**config.mk**
```make
export PLATFORM = sky130hd
export DESIGN_NAME = fetch_stage
export DESIGN_NICKNAME = d
export VERILOG_FILES = /design/src/rtl/fetch_pkg.sv /design/src/rtl/fetch_skid_buffer.sv /design/src/rtl/fetch_stage.sv
export SDC_FILE = /design/constraint.sdc
export NUM_CORES = 1
export LEC_CHECK = 0
export ABC_CLOCK_PERIOD_IN_PS = 2600
export CAP_MARGIN = 10
export CORE_AREA = 8 8 178 180
export DETAILED_ROUTE_END_ITERATION = 12
export DIE_AREA = 0 0 186 188
export HOLD_SLACK_MARGIN = 0.06
export PLACE_DENSITY = 0.56
export SYNTH_ARGS = -nofsm -noshare
export SYNTH_HDL_FRONTEND = slang
export SYNTH_SLANG_ARGS = --single-unit
```
**constraint.sdc**
```tcl
create_clock -name Clk -period 2.6 [get_ports Clk]
set_clock_uncertainty 0.2 [all_clocks]
set_input_delay 0.52 -clock Clk [delete_from_list [all_inputs] [get_ports Clk]]
set_output_delay 0.52 -clock Clk [all_outputs]
set_load 0.005 [all_outputs]
```
**src/rtl/fetch_pkg.sv**
```systemverilog
// rtl/fetch_pkg.sv - shared types and constants for the instruction-fetch stage
package fetch_pkg;

    typedef enum logic [1:0] {
        S_FETCH = 2'd0,
        S_WAIT  = 2'd1,
        S_DRAIN = 2'd2
    } fetch_state_e;

    localparam logic [31:0] NOP_INSTR        = 32'h0000_0000;
    localparam logic [31:0] DEFAULT_RESET_PC = 32'h0000_0000;

endpackage

```
**src/rtl/fetch_skid_buffer.sv**
```systemverilog
// rtl/fetch_skid_buffer.sv - one-entry holding slot for a fetched word while IF/ID is stalled
module fetch_skid_buffer
    import fetch_pkg::*;
(
    input  logic        clk,
    input  logic        rst_n,
    input  logic        push,
    input  logic        pop,
    input  logic        clear,
    input  logic [31:0] push_instr,
    input  logic [31:0] push_pcplus4,
    output logic        valid,
    output logic [31:0] instr,
    output logic [31:0] pcplus4
);

    logic        valid_q, valid_d;
    logic [31:0] instr_q, instr_d;
    logic [31:0] pcplus4_q, pcplus4_d;

    // Push wins over pop so a same-cycle refill keeps the new word.
    always_comb begin
        valid_d   = valid_q;
        instr_d   = instr_q;
        pcplus4_d = pcplus4_q;
        if (clear) begin
            valid_d = 1'b0;
            instr_d = NOP_INSTR;
        end else if (push) begin
            valid_d   = 1'b1;
            instr_d   = push_instr;
            pcplus4_d = push_pcplus4;
        end else if (pop) begin
            valid_d = 1'b0;
            instr_d = NOP_INSTR;
        end
    end

    always_ff @(posedge clk or negedge rst_n) begin
        if (!rst_n) begin
            valid_q   <= 1'b0;
            instr_q   <= NOP_INSTR;
            pcplus4_q <= 32'h0;
        end else begin
            valid_q   <= valid_d;
            instr_q   <= instr_d;
            pcplus4_q <= pcplus4_d;
        end
    end

    assign valid   = valid_q;
    assign instr   = instr_q;
    assign pcplus4 = pcplus4_q;

endmodule

```
**src/rtl/fetch_stage.sv**
```systemverilog
// rtl/fetch_stage.sv - PC, instruction-memory handshake and IF/ID register; FETCH_STATS_EN adds counters
module fetch_stage
    import fetch_pkg::*;
#(
    parameter logic [31:0] RESET_PC = DEFAULT_RESET_PC
`ifdef FETCH_STATS_EN
    , parameter int STAT_W = 32
`endif
) (
    input  logic        Clk,
    input  logic        Rst_n,
    output logic        IMemReq,
    output logic [31:0] IMemAddr,
    input  logic        IMemGnt,
    input  logic        IMemRValid,
    input  logic [31:0] IMemRData,
    input  logic        Stall,
    input  logic        Redirect,
    input  logic [31:0] RedirectPC,
    output logic [31:0] IFID_Instruction,
    output logic [31:0] IFID_PCPlus4,
    output logic        IFID_Valid
`ifdef FETCH_STATS_EN
    , output logic [STAT_W-1:0] FetchCount
    , output logic [STAT_W-1:0] StallCycles
    , output logic [STAT_W-1:0] SquashCount
`endif
);

    fetch_state_e state_q, state_d;
    logic [31:0]  pc_q, pc_d;
    logic [31:0]  fetch_pc4_q, fetch_pc4_d;
    logic [31:0]  ifid_instr_q, ifid_instr_d;
    logic [31:0]  ifid_pc4_q, ifid_pc4_d;
    logic         ifid_valid_q, ifid_valid_d;

    logic         skid_valid, skid_push, skid_pop;
    logic [31:0]  skid_instr, skid_pc4;
    logic         rsp_accept, rsp_to_ifid;
    logic         unused_redirect_lsbs;

    assign unused_redirect_lsbs = ^RedirectPC[1:0];

    // A full skid blocks new requests, which is what keeps it from overflowing.
    assign IMemReq  = Rst_n && (state_q == S_FETCH) && !skid_valid && !Redirect;
    assign IMemAddr = pc_q;

    assign rsp_accept  = (state_q == S_WAIT) && IMemRValid && !Redirect;
    assign rsp_to_ifid = rsp_accept && !Stall && !skid_valid;
    assign skid_push   = rsp_accept && !rsp_to_ifid;
    assign skid_pop    = !Redirect && !Stall && skid_valid;

    fetch_skid_buffer u_skid (
        .clk          (Clk),
        .rst_n        (Rst_n),
        .push         (skid_push),
        .pop          (skid_pop),
        .clear        (Redirect),
        .push_instr   (IMemRData),
        .push_pcplus4 (fetch_pc4_q),
        .valid        (skid_valid),
        .instr        (skid_instr),
        .pcplus4      (skid_pc4)
    );

    always_comb begin
        state_d      = state_q;
        pc_d         = pc_q;
        fetch_pc4_d  = fetch_pc4_q;
        ifid_instr_d = ifid_instr_q;
        ifid_pc4_d   = ifid_pc4_q;
        ifid_valid_d = ifid_valid_q;
        if (Redirect) begin
            pc_d         = {RedirectPC[31:2], 2'b00};
            ifid_valid_d = 1'b0;
            ifid_instr_d = NOP_INSTR;
            // Any request still in flight belongs to the old path and must be drained.
            case (state_q)
                S_FETCH:         state_d = IMemGnt ? S_DRAIN : S_FETCH;
                S_WAIT, S_DRAIN: state_d = IMemRValid ? S_FETCH : S_DRAIN;
                default:         state_d = S_FETCH;
            endcase
        end else begin
            case (state_q)
                S_FETCH: begin
                    if (!skid_valid && IMemGnt) begin
                        pc_d        = pc_q + 32'd4;
                        fetch_pc4_d = pc_q + 32'd4;
                        state_d     = S_WAIT;
                    end
                end
                S_WAIT, S_DRAIN: begin
                    if (IMemRValid) state_d = S_FETCH;
                end
                default: state_d = S_FETCH;
            endcase
            if (!Stall) begin
                if (skid_valid) begin
                    ifid_instr_d = skid_instr;
                    ifid_pc4_d   = skid_pc4;
                    ifid_valid_d = 1'b1;
                end else if (rsp_to_ifid) begin
                    ifid_instr_d = IMemRData;
                    ifid_pc4_d   = fetch_pc4_q;
                    ifid_valid_d = 1'b1;
                end else begin
                    ifid_instr_d = NOP_INSTR;
                    ifid_valid_d = 1'b0;
                end
            end
        end
    end

    always_ff @(posedge Clk or negedge Rst_n) begin
        if (!Rst_n) begin
            state_q      <= S_FETCH;
            pc_q         <= {RESET_PC[31:2], 2'b00};
            fetch_pc4_q  <= 32'h0;
            ifid_instr_q <= NOP_INSTR;
            ifid_pc4_q   <= 32'h0;
            ifid_valid_q <= 1'b0;
        end else begin
            state_q      <= state_d;
            pc_q         <= pc_d;
            fetch_pc4_q  <= fetch_pc4_d;
            ifid_instr_q <= ifid_instr_d;
            ifid_pc4_q   <= ifid_pc4_d;
            ifid_valid_q <= ifid_valid_d;
        end
    end

    assign IFID_Instruction = ifid_instr_q;
    assign IFID_PCPlus4     = ifid_pc4_q;
    assign IFID_Valid       = ifid_valid_q;

`ifdef FETCH_STATS_EN
    logic [STAT_W-1:0] fetch_cnt_q, fetch_cnt_d;
    logic [STAT_W-1:0] stall_cnt_q, stall_cnt_d;
    logic [STAT_W-1:0] squash_cnt_q, squash_cnt_d;
    logic              squash_evt;

    assign squash_evt = Redirect && (ifid_valid_q || skid_valid || (state_q == S_WAIT)
                                     || ((state_q == S_FETCH) && IMemGnt));

    always_comb begin
        fetch_cnt_d  = fetch_cnt_q;
        stall_cnt_d  = stall_cnt_q;
        squash_cnt_d = squash_cnt_q;
        if (rsp_accept && (fetch_cnt_q != '1))           fetch_cnt_d  = fetch_cnt_q + STAT_W'(1);
        if (Stall && ifid_valid_q && (stall_cnt_q != '1)) stall_cnt_d  = stall_cnt_q + STAT_W'(1);
        if (squash_evt && (squash_cnt_q != '1))          squash_cnt_d = squash_cnt_q + STAT_W'(1);
    end

    always_ff @(posedge Clk or negedge Rst_n) begin
        if (!Rst_n) begin
            fetch_cnt_q  <= '0;
            stall_cnt_q  <= '0;
            squash_cnt_q <= '0;
        end else begin
            fetch_cnt_q  <= fetch_cnt_d;
            stall_cnt_q  <= stall_cnt_d;
            squash_cnt_q <= squash_cnt_d;
        end
    end

    assign FetchCount  = fetch_cnt_q;
    assign StallCycles = stall_cnt_q;
    assign SquashCount = squash_cnt_q;
`endif

endmodule

```
* Yosys cells after proc, flatten, opt, wreduce, memory -nomap -nowiden
Cells that the tools add are included.
Cells by class: bitwise gates (word level) 2, div/mod/pow operators 0, multipliers 0, reduce and logical (&&, ||, !) cells 26, add/subtract/negate cells 1, shifts and indexed selects 0, order comparisons 0, muxes and demuxes 26, eq/ne operators 5
Operator list (number):
- $mux 32 | 12
- $add 32x3->32 const B | 1
- $logic_and 1x1->1 | 11
- $mux 2 | 5
- $pmux 2 s2 | 2
- $mux 1 | 7
- $reduce_and 2->1 | 3
- $reduce_and 3->1 | 2
- $reduce_bool 2->1 | 3
- $logic_not 1->1 | 4
- $ne 3x2->1 const B | 1
- $ne 3x3->1 const B | 1
- $reduce_bool 3->1 | 1
- $eq 2x1->1 const B | 1
- $eq 2x2->1 const B | 1
- $logic_not 2->1 | 1
- $ne 2x1->1 const B | 1
- $not 1->1 | 2
- $reduce_or 2->1 | 1
Storage, ports and cells: register bits after elaboration 196, bits in read-only memories 0, bits in latches 0, word-level logic and storage cells 69, input port bits 70, output and inout bits 98, memories 0, memory bits (writable) 0

* Logic depth before layout (Yosys ltp)
depth after elaboration 9, depth in mapped cells 9, mapped depth without buffers 6

* Modules after synthesis
Synthesis repeated with hierarchy kept, for this count alone.
Unflattened totals: cell total of the unflattened synthesis 868, area total of the unflattened synthesis 9064.9 um^2
By module, submodules not included:
- fetch_stage | cells each 652, area each 6296.0 um^2, instances 1, seq. area each 3178.0 um^2
- fetch_skid_buffer | cells each 216, area each 2768.9 um^2, instances 1, seq. area each 1626.6 um^2

* Worst setup path after synthesis
No wires, ideal clock.
kind register to register, from register pc_q[2] (netlist: IMemAddr[2]), to register fetch_pc4_q[30], arrival time 1.970 ns, stages on the path, launching flop included 7, setup time 0.141 ns, buffers on the path 1, setup slack 0.289 ns, data required time 2.259 ns, period minus slack after synthesis 2.311 ns, cell sequence dfrtp_1 > ha_1 > nand3_1 > or4_1 > buf_2 > o41ai_1 > a31oi_1
Between the ends: word-level cells in the longest chain between the ends 1
RTL lines:
- start, declared | line fetch_stage.sv:31 | logic [31:0] pc_q, pc_d;
- start signal, assigned | line fetch_stage.sv:117 | pc_q <= {RESET_PC[31:2], 2'b00};
- start signal, assigned | line fetch_stage.sv:124 | pc_q <= pc_d;
- $add 32x3->32 | line fetch_stage.sv:88 | fetch_pc4_d = pc_q + 32'd4;
- end signal, assigned | line fetch_stage.sv:125 | fetch_pc4_q <= fetch_pc4_d;
- end, declared | line fetch_stage.sv:32 | logic [31:0] fetch_pc4_q, fetch_pc4_d;
No other way between the ends. A chain may end at the register's enable or synchronous reset.

* Final worst setup path
from register pc_q[2] (netlist: IMemAddr[2]), to register pc_q[28] (netlist: IMemAddr[28])
Between the ends: word-level cells in the longest chain between the ends 4
RTL lines:
- $add 32x3->32 | line fetch_stage.sv:87 | pc_d = pc_q + 32'd4;
- $mux 32 | line fetch_stage.sv:86 | if (!skid_valid && IMemGnt) begin
- $mux 32 | line fetch_stage.sv:84 | case (state_q)
- $mux 32 | line fetch_stage.sv:73 | if (Redirect) begin
No other way between the ends. The select of a mux whose other input is x is not followed.

==> results.tsv <==
metric	value	unit
Nets	1034	
Die Area	35000	um2
Via Count	6834	
Sw Share	30.1	%
measured slew at the worst slew-check pin	0.822	ns
Internal Power	6520	uW
Die Y	188	um
max-cap viol count	0	
drt pass-1 iters	7	
FF+latch count, synth	188	
final hold slack	-0.0283	ns
Reg clk slew, reported paths	0.08	ns
initial antenna violation count	1	
number of global-route vias before repair	6758	
antenna-violating nets left	0	
Final Critical Period	2.45	ns
worst path arrival time	2.61	ns
largest net degree at the start of global routing	138	
critical-path cell list	ha_1 > nand3_1 > or4_1 > or4b_1 > a31oi_1	
I/O Pins	168	
Max clock buf depth	2	
drt wl/cell	18.0	um
CP bufs+invs	0	
Reg power frac	45.0	%
synth warn	0	
post-cts hold buffer count	0	
top_reg_cell synth	dfrtp_1	
async set-reset flop share out of synthesis	100	%
Rows	63	
H-tree depth	4	
slowest stage delay, CP	0.77	ns
Slowest-stage cell, CP	or4_1	
Final Cycle Share	94.3	%
Layout area overhead	34.6	%
Via density	5.01	
Setup CP Type	reg2reg	
Final Util	39.6	%
CTS root buf	clkbuf_16	
# setup viols final	0	
Chip Width	186	um
total inserted antenna cells	0	
total CTS buffers	17	
total grt overflow	0	
top cell type by total area after synthesis	dfrtp_1	
Syn Inst Count	793	
post-synthesis sequential area ratio	55.1	%
unrepaired setup endpoints after global routing	false	
synth unique cells	51	
Fmax achieved	408	MHz
Hold Fails Final Rpt	5	
status	finished, violations left	
delay-heaviest family, CP	simple AND/OR/NAND/NOR gates	
Netlist Area Pre-Place	8530	um2
setup TNS	0	ns
Residual DRC	0	
Synth top area share	55.1	%
Slew Viols, Final	0	
P_sw	2810	uW
VDD IR max	435	uV
Hold Crit Class	in2async	
Crit path required time	2.76	ns
part of the power in combinational logic	25.6	%
top post-synthesis cells by area	dfrtp_1 55%, mux2_2 4.0%, o21ai_0 3.9%, a222oi_1 3.8%, mux2i_1 3.6%	
hpwl dp	17100	um
Clock Latency Late Sink	0.43	ns
starting density of the core	29.4	%
WL final	24500	um
fill count	2888	
Max-Slew Margin vs Limit	45.2	%
GRT Overall Usage	14.2	%
initial drt markers	518	
gp weighted congestion	0.790	
failing checks	negative hold slack	
critical path fanouts, max	12	
number of synthesized flops with an enable pin	0	
CTS Sinks	188	
part of the power in the clock network	29.4	%
synthesized area per cell	10.8	um2
startpoint types	register	
CP Capture Type	register	
share of cells above drive strength 1	13.3	%
CORE AREA	29000	um2
PwrDens	812	nW/um2
P_leak	0.00489	uW
Port Buffers	161	
first-pass GRT wire length	39500	um
clock tree from TritonCTS	built	
## layer usage
metal	GRT usage [%]	up-vias	share of wire, %
li1	-	3250	-
met1	20.1	3378	48
met2	21.4	183	45
met3	3.25	21	6.1
met4	4.06	2	1.2
met5	0	-	0.053
## cell type report
| class | instances | area, um2 | share of cell area, % |
|---|---|---|---|
| tap | 390 | 488 | 4.25 |
| clock buffer | 17 | 425 | 3.70 |
| inverter | 37 | 139 | 1.21 |
| clock inverter | 15 | 186 | 1.62 |
| sequential | 188 | 4710 | 41.0 |
| multi-input combinational | 505 | 3470 | 30.2 |
| timing repair buffer | 211 | 2070 | 18.0 |
## final timing paths
kind	from	to	slack [ns]	cells after the start
max in group asynchronous	Rst_n	IFID_PCPlus4[12]	0.91	3
hold / removal	Rst_n	IMemAddr[7]	-0.03	2
setup / recovery	IMemAddr[2]	IMemAddr[28]	0.15	5
hold reg to reg	IFID_PCPlus4[21]	IFID_PCPlus4[21]	0.28	2
min in group Clk	IFID_PCPlus4[21]	IFID_PCPlus4[21]	0.28	2
setup reg to reg	IMemAddr[2]	IMemAddr[28]	0.15	5
## repair_timing
item                                    CTS  global route
setup buffers                             3             0
endpoints found under the setup margin    1             0
gates resized for setup                   7             0
## worst register-to-register path, stage by stage (launching register included)
cell,delay (ns)
dfrtp_1,0.36
ha_1,0.18
nand3_1,0.17
or4_1,0.77
or4b_1,0.54
a31oi_1,0.16
## synthesized netlist by cell type (20+ instances only)
cell      number
dfrtp_1      188
nand2_1       78
o21ai_0       67
clkbuf_1      45
nor2_1        37
inv_1         36
a222oi_1      32
a22o_1        32
mux2i_1       31
mux2_2        30
a31oi_1       29
or4_1         24
xnor2_1       20
## cells by family after synthesis
family	Yosys count	share of synthesized area, %
AO/OA/AOI/OAI	192	15.9
flip-flops	188	55.1
multiplexers	61	7.59
other	1	0.0439
XOR/XNOR	22	2.26
buffers and inverters	103	4.98
adder cells (fa/ha/maj)	4	0.586
AND/OR/NAND/NOR	222	13.5
## layout by cell type, fill, tap and decap left out, types with 4 or more instances in the layout
master,instances
conb_1,4
mux2i_1,31
nor3_1,8
dfrtp_1,187
o31ai_1,17
inv_1,34
nor2_1,36
nor4_1,5
o21ai_0,67
nand4_1,11
a22o_1,32
inv_6,4
a31oi_1,29
clkbuf_16,17
or3_1,13
buf_4,43
clkdlybuf4s50_1,158
or4_1,24
nor2b_1,5
nand2_1,78
buf_12,7
mux2_2,30
xnor2_1,20
nand3_1,16
a222oi_1,32
## state kept, by name, summed over array words and instances, names as in the netlist
name / flops
state_q: 2
IMemAddr: 30
fetch_pc4_q: 30
IFID_PCPlus4: 30
IFID_Instruction: 32
u_skid.valid: 1
u_skid.instr: 32
u_skid.pcplus4: 30
IFID_Valid: 1
## power by group through the flow
stage / registers, uW / clock network [uW] / logic, uW
after global placement: 4230 / 0 / 2350
after detailed placement: 4270 / 0 / 2380
after CTS: 4210 / 2830 / 2450
after floorplan: 4130 / 0 / 1140
final: 4200 / 2740 / 2390
after global routing: 4320 / 2940 / 2670
## metrics by stage
stage	worst slack, ns	instances	power [uW]	hold slack (ns)	instance area (um2)
5_1_grt	0.0306	1363	9930	0.0716	11500
2_1_floorplan	0.289	796	5270	0.0244	8550
4_1_cts	0.141	1363	9490	0.0912	11500
3_5_place_dp	-0.105	1328	6650	0.269	10800
6_report	0.148	1363	9330	-0.0283	11500
3_3_place_gp	-0.127	1328	6580	0.264	10800
Note: power is estimated with default switching activity, not from simulation.
